--- src/rtl/line_writer.sv ---
// Line writer: packs accepted char-pair beats into char memory and commits one
// {len, start} pointer entry per line. Define LINE_WRITER_OVERFLOW_EN for sticky overflow on exhaustion.
module line_writer #(
  parameter int unsigned LINES   = 16,
  parameter logic [7:0]  MEM_TOP = 8'hFE
) (
  input  logic        clk,
  input  logic        rst,
  input  logic        in_valid,
  output logic        in_ready,
  input  logic [7:0]  in_lhs,
  input  logic [7:0]  in_rhs,
  input  logic        in_last,
  output logic        mem_we,
  output logic [7:0]  mem_addr,
  output logic [15:0] mem_din,
  output logic        ptr_we,
  output logic [7:0]  ptr_addr,
  output logic [15:0] ptr_din,
  output logic        done,
  output logic        overflow
);

  typedef enum logic [1:0] {IDLE, FILL, COMMIT, DONE} state_t;

  state_t state, state_nx;

`ifdef LINE_WRITER_OVERFLOW_EN
  // Extra bit lets the free pointer sit one past MEM_TOP to mark exhaustion.
  logic [8:0] free, free_nx;
`else
  logic [7:0] free, free_nx;
`endif
  logic [7:0] start, start_nx;
  logic [7:0] len, len_nx;
  logic [7:0] line;
  logic       accept;
  logic       room;
  logic       last_beat;

  always_comb begin
    in_ready = (state == IDLE) || (state == FILL);
    done     = (state == DONE);
    accept   = in_valid && in_ready;
`ifdef LINE_WRITER_OVERFLOW_EN
    room     = (free <= {1'b0, MEM_TOP});
    free_nx  = room ? free + 9'd1 : free;
`else
    room     = 1'b1;
    free_nx  = (free == MEM_TOP) ? '0 : free + 8'd1;
`endif
    start_nx  = (state == IDLE) ? free[7:0] : start;
    len_nx    = room ? len + 8'd1 : len;
    last_beat = in_last || (len_nx == 8'hFF);
  end

  always_comb begin
    state_nx = state;
    case (state)
      IDLE, FILL: if (accept) state_nx = last_beat ? COMMIT : FILL;
      COMMIT:     state_nx = ({1'b0, line} + 9'd1 == 9'(LINES)) ? DONE : IDLE;
      DONE:       state_nx = DONE;
      default:    state_nx = IDLE;
    endcase
  end

  always_ff @(posedge clk or posedge rst) begin
    if (rst) state <= IDLE;
    else     state <= state_nx;
  end

  // Pointer entry is registered at the last beat's acceptance so ptr_we lands
  // in the COMMIT cycle alongside that beat's mem_we.
  always_ff @(posedge clk or posedge rst) begin
    if (rst) begin
      free     <= '0;
      start    <= '0;
      len      <= '0;
      line     <= '0;
      mem_we   <= 1'b0;
      mem_addr <= 8'hFF;
      mem_din  <= '0;
      ptr_we   <= 1'b0;
      ptr_addr <= '0;
      ptr_din  <= '0;
    end else begin
      mem_we <= 1'b0;
      ptr_we <= 1'b0;
      if (accept) begin
        start <= start_nx;
        len   <= len_nx;
        if (room) begin
          mem_we   <= 1'b1;
          mem_addr <= free[7:0];
          mem_din  <= {in_lhs, in_rhs};
          free     <= free_nx;
        end
        if (last_beat) begin
          ptr_we   <= 1'b1;
          ptr_addr <= line;
          ptr_din  <= {len_nx, start_nx};
        end
      end
      if (state == COMMIT) begin
        line <= line + 8'd1;
        len  <= '0;
      end
    end
  end

`ifdef LINE_WRITER_OVERFLOW_EN
  always_ff @(posedge clk or posedge rst) begin
    if (rst)                  overflow <= 1'b0;
    else if (accept && !room) overflow <= 1'b1;
  end
`else
  assign overflow = 1'b0;
`endif

endmodule

--- config.mk ---
export PLATFORM = sky130hd
export DESIGN_NAME = line_writer
export DESIGN_NICKNAME = d
export VERILOG_FILES = /design/src/rtl/line_writer.sv
export SDC_FILE = /design/constraint.sdc
export NUM_CORES = 1
export LEC_CHECK = 0
export ABC_AREA = 1
export CAP_MARGIN = 40
export CORE_AREA = 2 2 111 123
export DETAILED_ROUTE_END_ITERATION = 12
export DIE_AREA = 0 0 113 125
export PLACE_DENSITY = 0.46
export SLEW_MARGIN = 20
export SYNTH_ARGS = -nofsm -noshare
export SYNTH_HDL_FRONTEND = slang
export SYNTH_SLANG_ARGS = --single-unit
--- constraint.sdc ---
create_clock -name clk -period 8.12 [get_ports clk]
set_clock_uncertainty 0.15 [all_clocks]
set_input_delay 2.436 -clock clk [delete_from_list [all_inputs] [get_ports clk]]
set_output_delay 2.436 -clock clk [all_outputs]
set_load 0.01 [all_outputs]
Word level (Yosys, flattened, before mapping)
Index checks and enable logic that the tools add are counted.
{"block": "word_totals", "regBits": 84, "mem_bits_rw": 0, "input_bits": 20, "romBits": 0, "wordCells": 40, "memories": 0, "latch_bits": 0, "out_inout_bits": 53}
{"block": "classes", "mul": 0, "magnitude_cmp": 0, "shift": 0, "mux": 11, "n_reduce_logical": 7, "eq_ne": 7, "div_mod_pow": 0, "addsub": 4, "bitwise": 0}
{"cell": "$mux W8", "count": 4}
{"cell": "$add A8 B1 Y8 const B", "count": 3}
{"cell": "$eq A8 B8 Y1 const B", "count": 2}
{"cell": "$add A8 B1 Y9 const B", "count": 1}
{"cell": "$eq A9 B5 Y1 const B", "count": 1}
{"cell": "$mux W2", "count": 3}
{"cell": "$pmux W2 S3", "count": 1}
{"cell": "$eq A2 B2 Y1 const B", "count": 2}
{"cell": "$mux W1", "count": 3}
{"cell": "$eq A2 B1 Y1 const B", "count": 1}
{"cell": "$logic_not A2 Y1", "count": 1}
{"cell": "$logic_or A1 B1 Y1", "count": 2}
{"cell": "$ne A2 B2 Y1 const B", "count": 1}
{"cell": "$reduce_and A2 Y1", "count": 1}
{"cell": "$reduce_bool A2 Y1", "count": 1}
{"cell": "$reduce_or A2 Y1", "count": 1}
{"cell": "$logic_and A1 B1 Y1", "count": 1}

Logic depth before layout (Yosys ltp)
Gate-level depths: netlist (run 1).
{"block": "depth", "word_depth": 6, "depth_mapped": 13, "depth_no_buf": 12}

Worst setup path before layout (run 1)
OpenSTA, ideal clock, no wires.
{"block": "synth_path", "kind": "input to register", "from": "input port in_valid", "to": "register ptr_din[3]", "n_path_buf": 2, "required_ns": 7.904, "setup_ns": 0.066, "arrival_ns": 3.264, "path_stages": 6, "path_slack_ns": 4.640, "cell_sequence": "inv_1 > nor2_1 > buf_2 > clkbuf_1 > nand3_1 > nand2_1"}
{"block": "synth_between", "elab_chain_cells": 2}
{"item": "start: declaration", "line_no": "9", "rtl": "input logic in_valid,"}
{"item": "$logic_and A1 B1 Y1", "line_no": "44", "rtl": "accept = in_valid && in_ready;"}
{"item": "$reduce_and A2 Y1 (no source line)"}
{"item": "end signal: assignment", "line_no": "101", "rtl": "ptr_din <= {len_nx, start_nx};"}
{"item": "end: declaration", "line_no": "19", "rtl": "output logic [15:0] ptr_din,"}
Every way passes these cells.
A chain may end at the register's enable or synchronous reset.

Final worst setup path (run 1)
{"block": "layout_path", "from": "input port in_valid", "to": "register ptr_din[7]"}
Same word-level chain as after synthesis.

==> impl_metrics.json, run 1 <==
{
  "cts_setup_buffers": 0,
  "drv_cap": 0,
  "async_reset_ff_frac": 1.00,
  "reg2regPathDepth": 7,
  "p_int_mw": 1.10,
  "vias": 3132,
  "grt_pass1_wl_mm": 15.0,
  "ys.flop_type": "dfrtp_1",
  "synth_cells": 463,
  "die_h_um": 125,
  "p_seq_frac": 0.412,
  "grt_max_degree": 58,
  "r2r-end": "ptr_din[7]$_DFFE_PP0P_",
  "synth-seq-area-share": 0.556,
  "pwr-share-comb": 0.338,
  "maxSlewViolCount": 0,
  "htree_levels": 3,
  "yosys.area.top_type": "dfrtp_1",
  "rows": 44,
  "p_clk_frac": 0.250,
  "port_buffers": 71,
  "hold_end": "mem_addr[2]$_DFFE_PP1P_",
  "track_usage": 0.131,
  "ys_seq_elements": 84,
  "path_class": "in -> reg",
  "num_io_pins": 73,
  "hold_viol_final": 0,
  "timing.critical_path.buf_inv": 5,
  "fmax_ghz": 0.211,
  "n_antenna_cell": 0,
  "critPathMaxStageDelay_ns": 0.51,
  "rsz0062_at_grt": "no",
  "hp-class": "reg -> reg",
  "drt_first_iter_violations": 146,
  "overflow": 0,
  "clk_pin_slew_ns": 0.06,
  "cts_tree": "yes",
  "ant_nets": 0,
  "utilization": 0.383,
  "synth.distinct_cells": 31,
  "viasPerCell": 4.49,
  "relSlewSlack": 0.528,
  "cts_root_buf": "clkbuf_16",
  "syn_area_um2": 3800,
  "setup_ws_ns": 3.37,
  "clk_path_buf_depth": 2,
  "placed_area_um2": 4680,
  "powerDensity_nw_per_um2": 336,
  "tightestPinTransition_ns": 0.705,
  "switchingPower_uw": 570,
  "fp.dieW_um": 113,
  "min-delay-start": "mem_addr[2]$_DFFE_PP1P_",
  "yosys-top-cells-area": "dfrtp_1, nand2_1, dfstp_2",
  "synth_edf_count": 0,
  "drt-total-wl_mm": 8.71,
  "synthTopCellsByCount": "nand2_1, dfrtp_1, inv_1, nor2_1",
  "nNetsFinal": 557,
  "layout-drive-gt1-share": 0.0745,
  "cts_buffers": 9,
  "cp-end-kind": "flop",
  "drc": 4,
  "setup_viol": 0,
  "slowest_stage": "clkdlybuf4s50_1",
  "outcome": "finished with violations",
  "die-area_um2": 14100,
  "pre_cts_ws_ns": 3.03,
  "core_area_um2": 13000,
  "syn_area_per_cell_um2": 8.20,
  "areaGrowthSynthToFinish_pct": 31.2,
  "synth_most_common_cell": "nand2_1",
  "min_period_ns": 4.75,
  "post-route-period-util": 0.585,
  "initial_utilization": 0.292,
  "worstPathArrival_ns": 4.88,
  "fin_area_um2": 4980,
  "rrSetupSlack_ns": 5.57,
  "crit_fanout": 57,
  "setup_tns_ns": 0,
  "cts_sinks": 84,
  "synth_top_area_share": 0.501,
  "ctsHoldBuffers": 0,
  "grt_pass1_vias": 3152,
  "dpl.cell_count": 682,
  "synth_fp_nets": 488,
  "p_leak_nw": 2.42,
  "peakVddDrop_uv": 134,
  "violations": "DRC",
  "cp.required_ns": 8.25,
  "firstDrtPassIters": 8,
  "cts_resized": 0,
  "place.gp.congestion": 0.771,
  "antenna_found_initial": 0,
  "cp_top_family": "buffers and inverters",
  "wire_per_inst_um": 12.5,
  "holdPathStages": 2,
  "dp_hpwl_mm": 5.98,
  "synth_warnings": 0,
  "regToRegStartpoint": "state[1]$_DFFE_PP0P_",
  "critical_path.startpoint_type": "primary input",
  "cp_cell_sequence": "clkdlybuf4s50_1 > inv_1 > nor2_4 > buf_4 > clkinv_1 > buf_4 > a211oi_1 > nand2_1 > nand2_1",
  "clk_latency_ns": 0.34,
  "switching_share": 0.341,
  "stdcell_count": 698
}
-- layer usage --
metal,up-vias,GRT usage,wire (um)
li1,1593,-,-
met3,12,0.0228,349
met4,0,0.0516,157
met5,-,0,0
met2,54,0.215,4190
met1,1473,0.171,4010
-- worst max-delay path by stage --
stage	from	endpoint	cells after the start
after global placement	in_valid	ptr_din[7]$_DFFE_PP0P_	9
final	in_valid	ptr_din[7]$_DFFE_PP0P_	9
after floorplan	rst	free[0]$_DFFE_PP0P_	1
after CTS	in_valid	ptr_din[7]$_DFFE_PP0P_	9
after detailed placement	in_valid	ptr_din[7]$_DFFE_PP0P_	9
after global routing	in_valid	ptr_din[7]$_DFFE_PP0P_	9
-- stage by stage --
stage | hold slack (ns) | total power, mW
3_3_place_gp | 0.301 | 1.26
2_1_floorplan | 0.300 | 0.988
6_report | 0.315 | 1.67
4_1_cts | 0.322 | 1.70
3_5_place_dp | 0.309 | 1.28
5_1_grt | 0.339 | 1.81
-- area by class of cell --
cell class                 instances  area, um2
sequential                        84       2110
tap                              161        201
clock inverter                     4       47.5
multi-input combinational        314       1420
timing repair buffer              76        768
clock buffer                      12        256
fill                            1379       8010
inverter                          47        178
-- worst min-delay path, stage by stage (launching register included) --
cell,delay (ns)
dfstp_2,0.37
nand2_1,0.05
nand2_1,0.05
-- power groups by stage --
stage                     logic [mW]  registers [mW]  clock network [mW]
final                          0.566           0.689               0.418
after floorplan                0.275           0.713                   0
after global routing           0.644           0.715               0.449
after global placement         0.566           0.699                   0
after CTS                      0.578           0.693               0.432
after detailed placement       0.577           0.699                   0
-- state kept, by name (all words and copies together) (netlist names), 8 cells and up --
register  count
free          8
len           8
line          8
mem_addr      8
mem_din      16
ptr_addr      8
ptr_din      16
start         8
-- placed cells by master (no fill, tap or decap), types with 3 or more instances in the layout --
cell / count
a21oi_1: 6
ha_1: 5
nor2_1: 31
inv_1: 45
o22ai_1: 7
nor2_2: 3
clkinv_2: 3
clkbuf_16: 9
nand3_1: 30
dfstp_2: 8
nand2_1: 176
buf_4: 4
dfrtp_1: 76
o21ai_0: 30
clkdlybuf4s50_1: 71
nor3_1: 5
-- logic make-up after synthesis --
family | share of synthesized area
simple gates | 0.274
fa+ha+maj | 0.0165
compound gates | 0.0755
buf+inv | 0.0725
xor+xnor | 0.00461
flops | 0.556
other cells | 0.000988
(Power assumes the default switching activity.)
==> run 2: changes to the inputs <==
==> constraint.sdc (replaced) <==
create_clock -name clk -period 4.4 [get_ports clk]
set_clock_uncertainty 0.15 [all_clocks]
set_input_delay 1.32 -clock clk [delete_from_list [all_inputs] [get_ports clk]]
set_output_delay 1.32 -clock clk [all_outputs]
set_load 0.01 [all_outputs]
==> impl_metrics.json, run 2 (synthesis gave the netlist of run 1 again) <==
{
  "hold_viol_final": 0,
  "critical_path.startpoint_type": "primary input",
  "hp-class": "reg -> reg",
  "worstPathArrival_ns": 3.12,
  "cp-end-kind": "flop",
  "die_h_um": 125,
  "switchingPower_mw": 1.05,
  "fin_area_um2": 4980,
  "grt_pass1_vias": 3030,
  "p_clk_frac": 0.253,
  "track_usage": 0.130,
  "pwr-share-comb": 0.338,
  "place.gp.congestion": 0.787,
  "viasPerCell": 4.42,
  "placed_area_um2": 4670,
  "die-area_um2": 14100,
  "drt-total-wl_mm": 8.70,
  "switching_share": 0.337,
  "outcome": "finished with violations",
  "core_area_um2": 13000,
  "cts_setup_buffers": 0,
  "r2r-end": "ptr_din[10]$_DFFE_PP0P_",
  "grt_max_degree": 85,
  "layout_commonest_cell": "nand2_1",
  "maxSlewViolCount": 0,
  "rrSetupSlack_ns": 2.01,
  "fp.dieW_um": 113,
  "dpl.cell_count": 682,
  "regToRegStartpoint": "len[1]$_DFFE_PP0P_",
  "drv_cap": 0,
  "holdPathStages": 2,
  "n_antenna_cell": 0,
  "num_io_pins": 73,
  "setup_viol": 0,
  "stdcell_count": 698,
  "overflow": 0,
  "tightestPinTransition_ns": 0.686,
  "crit_start": "in_valid",
  "post-route-period-util": 0.691,
  "powerDensity_nw_per_um2": 623,
  "clk_pin_slew_ns": 0.06,
  "drc": 4,
  "p_total_mw": 3.10,
  "p_leak_nw": 2.41,
  "setup_tns_ns": 0,
  "clk_path_buf_depth": 2,
  "areaGrowthSynthToFinish_pct": 31.1,
  "cts_root_buf": "clkbuf_16",
  "ant_nets": 0,
  "p_int_mw": 2.05,
  "drt_first_iter_violations": 151,
  "hold_end": "mem_addr[2]$_DFFE_PP1P_",
  "grt_pass1_wl_mm": 14.7,
  "p_seq_frac": 0.409,
  "layout-drive-gt1-share": 0.0708,
  "initial_utilization": 0.292,
  "clk_latency_ns": 0.34,
  "peakVddDrop_uv": 221,
  "fmax_ghz": 0.329,
  "path_class": "in -> reg",
  "violations": "DRC",
  "cp.required_ns": 4.47,
  "firstDrtPassIters": 9,
  "largestRegisters": "mem_din x16, ptr_din x16",
  "min-delay-start": "mem_addr[2]$_DFFE_PP1P_",
  "reg2regPathDepth": 11,
  "vias": 3083,
  "nNetsFinal": 557,
  "layout_common_cells": "nand2_1, dfrtp_1, clkdlybuf4s50_1, inv_1, nor2_1",
  "cts_buffers": 9,
  "cts_sinks": 84,
  "cts_tree": "yes",
  "rows": 44,
  "antenna_found_initial": 0,
  "crit_fanout": 56,
  "cts_resized": 0,
  "wire_per_inst_um": 12.5,
  "min_period_ns": 3.04,
  "port_buffers": 71,
  "rsz0062_at_grt": "no",
  "ctsHoldBuffers": 0,
  "htree_levels": 3,
  "relSlewSlack": 0.541,
  "dp_hpwl_mm": 5.79
}
[run 2: changes by cell type in the layout (fill, tap and decap cells not counted), sizes merged]
cell,change
clkinvlp,-1
clkinv,-2
clkbuf,+3
[run 2: critical path, stage by stage]
cell and delay [ns]:
clkdlybuf4s50_1 0.50, inv_1 0.07, nor2_4 0.08, buf_4 0.48
nand2_1 0.17, inv_1 0.11, nand2_1 0.05, inv_1 0.07
nand2_1 0.06, o22ai_1 0.11, a21oi_1 0.06
[run 2: worst max-delay path by stage]
| stage | depth (start not counted) | to | slack, ns |
|---|---|---|---|
| global placement | 11 | free[6]$_DFFE_PP0P_ | 1.02 |
| floorplan | 1 | free[0]$_DFFE_PP0P_ | 0.78 |
| detailed placement | 11 | free[6]$_DFFE_PP0P_ | 1.00 |
| CTS | 11 | free[6]$_DFFE_PP0P_ | 1.35 |
| finish | 11 | free[6]$_DFFE_PP0P_ | 1.36 |
| global route | 11 | free[6]$_DFFE_PP0P_ | 1.15 |
[run 2: metrics by stage]
stage               utilization  worst slack [ns]  hold WS, ns
global route              0.383              1.15        0.341
floorplan                     -             0.778        0.300
detailed placement        0.359              1.00        0.307
global placement          0.359              1.02        0.302
finish                    0.383              1.36        0.313
CTS                       0.383              1.35        0.315
[run 2: per-layer routing]
metal / wire length, um / vias up / global-route usage
met4: 155 / 0 / 0.0560
met2: 4010 / 60 / 0.205
met5: 0 / - / 0
li1: - / 1593 / -
met1: 4130 / 1419 / 0.170
met3: 403 / 11 / 0.0325
[run 2: power groups by stage]
stage | logic [mW] | clock network (mW) | registers, mW
final | 1.05 | 0.784 | 1.27
after global routing | 1.20 | 0.840 | 1.31
after CTS | 1.07 | 0.808 | 1.27
after detailed placement | 1.07 | 0 | 1.28
after global placement | 1.06 | 0 | 1.28
after floorplan | 0.508 | 0 | 1.32
[run 2: area by class of cell]
class                      count  area (um2)
sequential                    84        2110
fill                        1364        8020
clock buffer                  15         278
tap                          161         201
multi-input combinational    314        1420
clock inverter                 1        30.0
timing repair buffer          76         761
inverter                      47         178
==> run 3: changes to the inputs <==
==> constraint.sdc (replaced) <==
create_clock -name clk -period 2.9 [get_ports clk]
set_clock_uncertainty 0.15 [all_clocks]
set_input_delay 0.87 -clock clk [delete_from_list [all_inputs] [get_ports clk]]
set_output_delay 0.87 -clock clk [all_outputs]
set_load 0.01 [all_outputs]
==> impl_metrics.json, run 3 (synthesis gave the netlist of run 1 again) <==
{
  "peakVddDrop_uv": 266,
  "overflow": 0,
  "fmax_ghz": 0.394,
  "clk_pin_slew_ns": 0.06,
  "worstPathArrival_ns": 1.52,
  "firstDrtPassIters": 8,
  "slowest_stage": "clkdlybuf4s50_1",
  "setup_tns_ns": 0,
  "grt_pass1_vias": 3091,
  "regToRegStartpoint": "len[1]$_DFFE_PP0P_",
  "grt_max_degree": 85,
  "path_class": "reg -> out",
  "port_buffers": 71,
  "cts_root_buf": "clkbuf_16",
  "die_h_um": 125,
  "post-route-period-util": 0.875,
  "wire_per_inst_um": 12.4,
  "relSlewSlack": 0.624,
  "cp-end-kind": "output port",
  "min-delay-start": "mem_addr[2]$_DFFE_PP1P_",
  "powerDensity_nw_per_um2": 936,
  "hold_viol_final": 0,
  "crit_fanout": 5,
  "cts_setup_buffers": 0,
  "drv_cap": 0,
  "cp.required_ns": 1.88,
  "cts_buffers": 9,
  "ant_nets": 0,
  "grt_pass1_wl_mm": 15.1,
  "crit_start": "state[1]$_DFFE_PP0P_",
  "antenna_found_initial": 0,
  "critical_path.startpoint_type": "flop",
  "cts_tree": "yes",
  "dp_hpwl_mm": 5.85,
  "num_io_pins": 73,
  "die-area_um2": 14100,
  "maxSlewViolCount": 0,
  "vias": 3099,
  "drt_first_iter_violations": 131,
  "rsz0062_at_grt": "no",
  "cts_resized": 0,
  "drt-total-wl_mm": 8.67,
  "initial_utilization": 0.292,
  "outcome": "finished with violations",
  "n_antenna_cell": 0,
  "layout_commonest_cell": "nand2_1",
  "cp_cell_sequence": "inv_1 > clkdlybuf4s50_1",
  "htree_levels": 3,
  "violations": "DRC",
  "tightestPinTransition_ns": 0.562,
  "cts_sinks": 84,
  "rows": 44,
  "clk_path_buf_depth": 2,
  "track_usage": 0.131,
  "viasPerCell": 4.41,
  "hp-class": "reg -> reg",
  "critPathMaxStageDelay_ns": 0.57,
  "layout-drive-gt1-share": 0.0776,
  "p_total_mw": 4.72,
  "p_leak_nw": 2.44,
  "fp.dieW_um": 113,
  "clk_latency_ns": 0.33,
  "layout_common_cells": "nand2_1, dfrtp_1, clkdlybuf4s50_1, inv_1, nor2_1",
  "min_period_ns": 2.54,
  "core_area_um2": 13000,
  "drc": 4,
  "largestRegisters": "mem_din x16, ptr_din x16",
  "ctsHoldBuffers": 0,
  "place.gp.congestion": 0.812,
  "nNetsFinal": 561,
  "areaGrowthSynthToFinish_pct": 32.7,
  "setup_viol": 0
}
==> run 3: cell types whose count changed in the layout (fill, tap and decap cells not counted) <==
cell	before	now
clkbuf_8	3	2
buf_12	1	4
buf_4	4	5
clkinvlp_4	0	1
==> run 3: path summary, 6_finish.rpt <==
kind | slack (ns) | depth (start not counted) | end
max in group asynchronous | 1.36 | 3 | mem_addr[7]$_DFFE_PP1P_
min in group asynchronous | 0.84 | 3 | mem_din[3]$_DFFE_PP0P_
max | 0.36 | 2 | in_ready
min | 0.31 | 2 | mem_addr[2]$_DFFE_PP1P_
min reg2reg | 0.31 | 2 | mem_addr[2]$_DFFE_PP1P_
max reg2reg | 0.72 | 12 | ptr_din[0]$_DFFE_PP0P_
==> run 3: stage by stage <==
step	hold WS [ns]	util	setup slack (ns)	std cells	cell area, um2
3_5_place_dp	0.307	0.365	0.318	686	4740
3_3_place_gp	0.303	0.365	0.335	686	4740
4_1_cts	0.317	0.388	0.344	702	5040
5_1_grt	0.343	0.388	0.296	702	5040
6_report	0.313	0.388	0.362	702	5040
2_1_floorplan	0.300	-	0.921	463	3800
==> run 3: layout make-up <==
type	instances	area, um2
well taps	161	201
flip-flops and latches	84	2110
repair buffers	80	828
inverters	47	180
clock inverters	2	35.0
fillers	1388	7950
multi-input cells	314	1420
clock buffers	14	264
==> run 3: critical path: cells and delay by family, from the launching register on <==
family | cells | cell delay [ns]
buffers and inverters | 2 | 0.75
DFF | 1 | 0.44
==> run 3: routing by layer <==
| layer | track usage | vias to the layer above | share of wire |
|---|---|---|---|
| met5 | 0 | - | 0 |
| met3 | 0.0325 | 10 | 0.043 |
| met2 | 0.216 | 54 | 0.48 |
| met4 | 0.0409 | 0 | 0.013 |
| li1 | - | 1597 | - |
| met1 | 0.170 | 1438 | 0.46 |
==> run 3: where the power goes <==
part	switching, mW	internal (mW)
sequential	0.303	1.62
combinational	0.844	0.789
clock	0.448	0.715
total	1.59	3.12
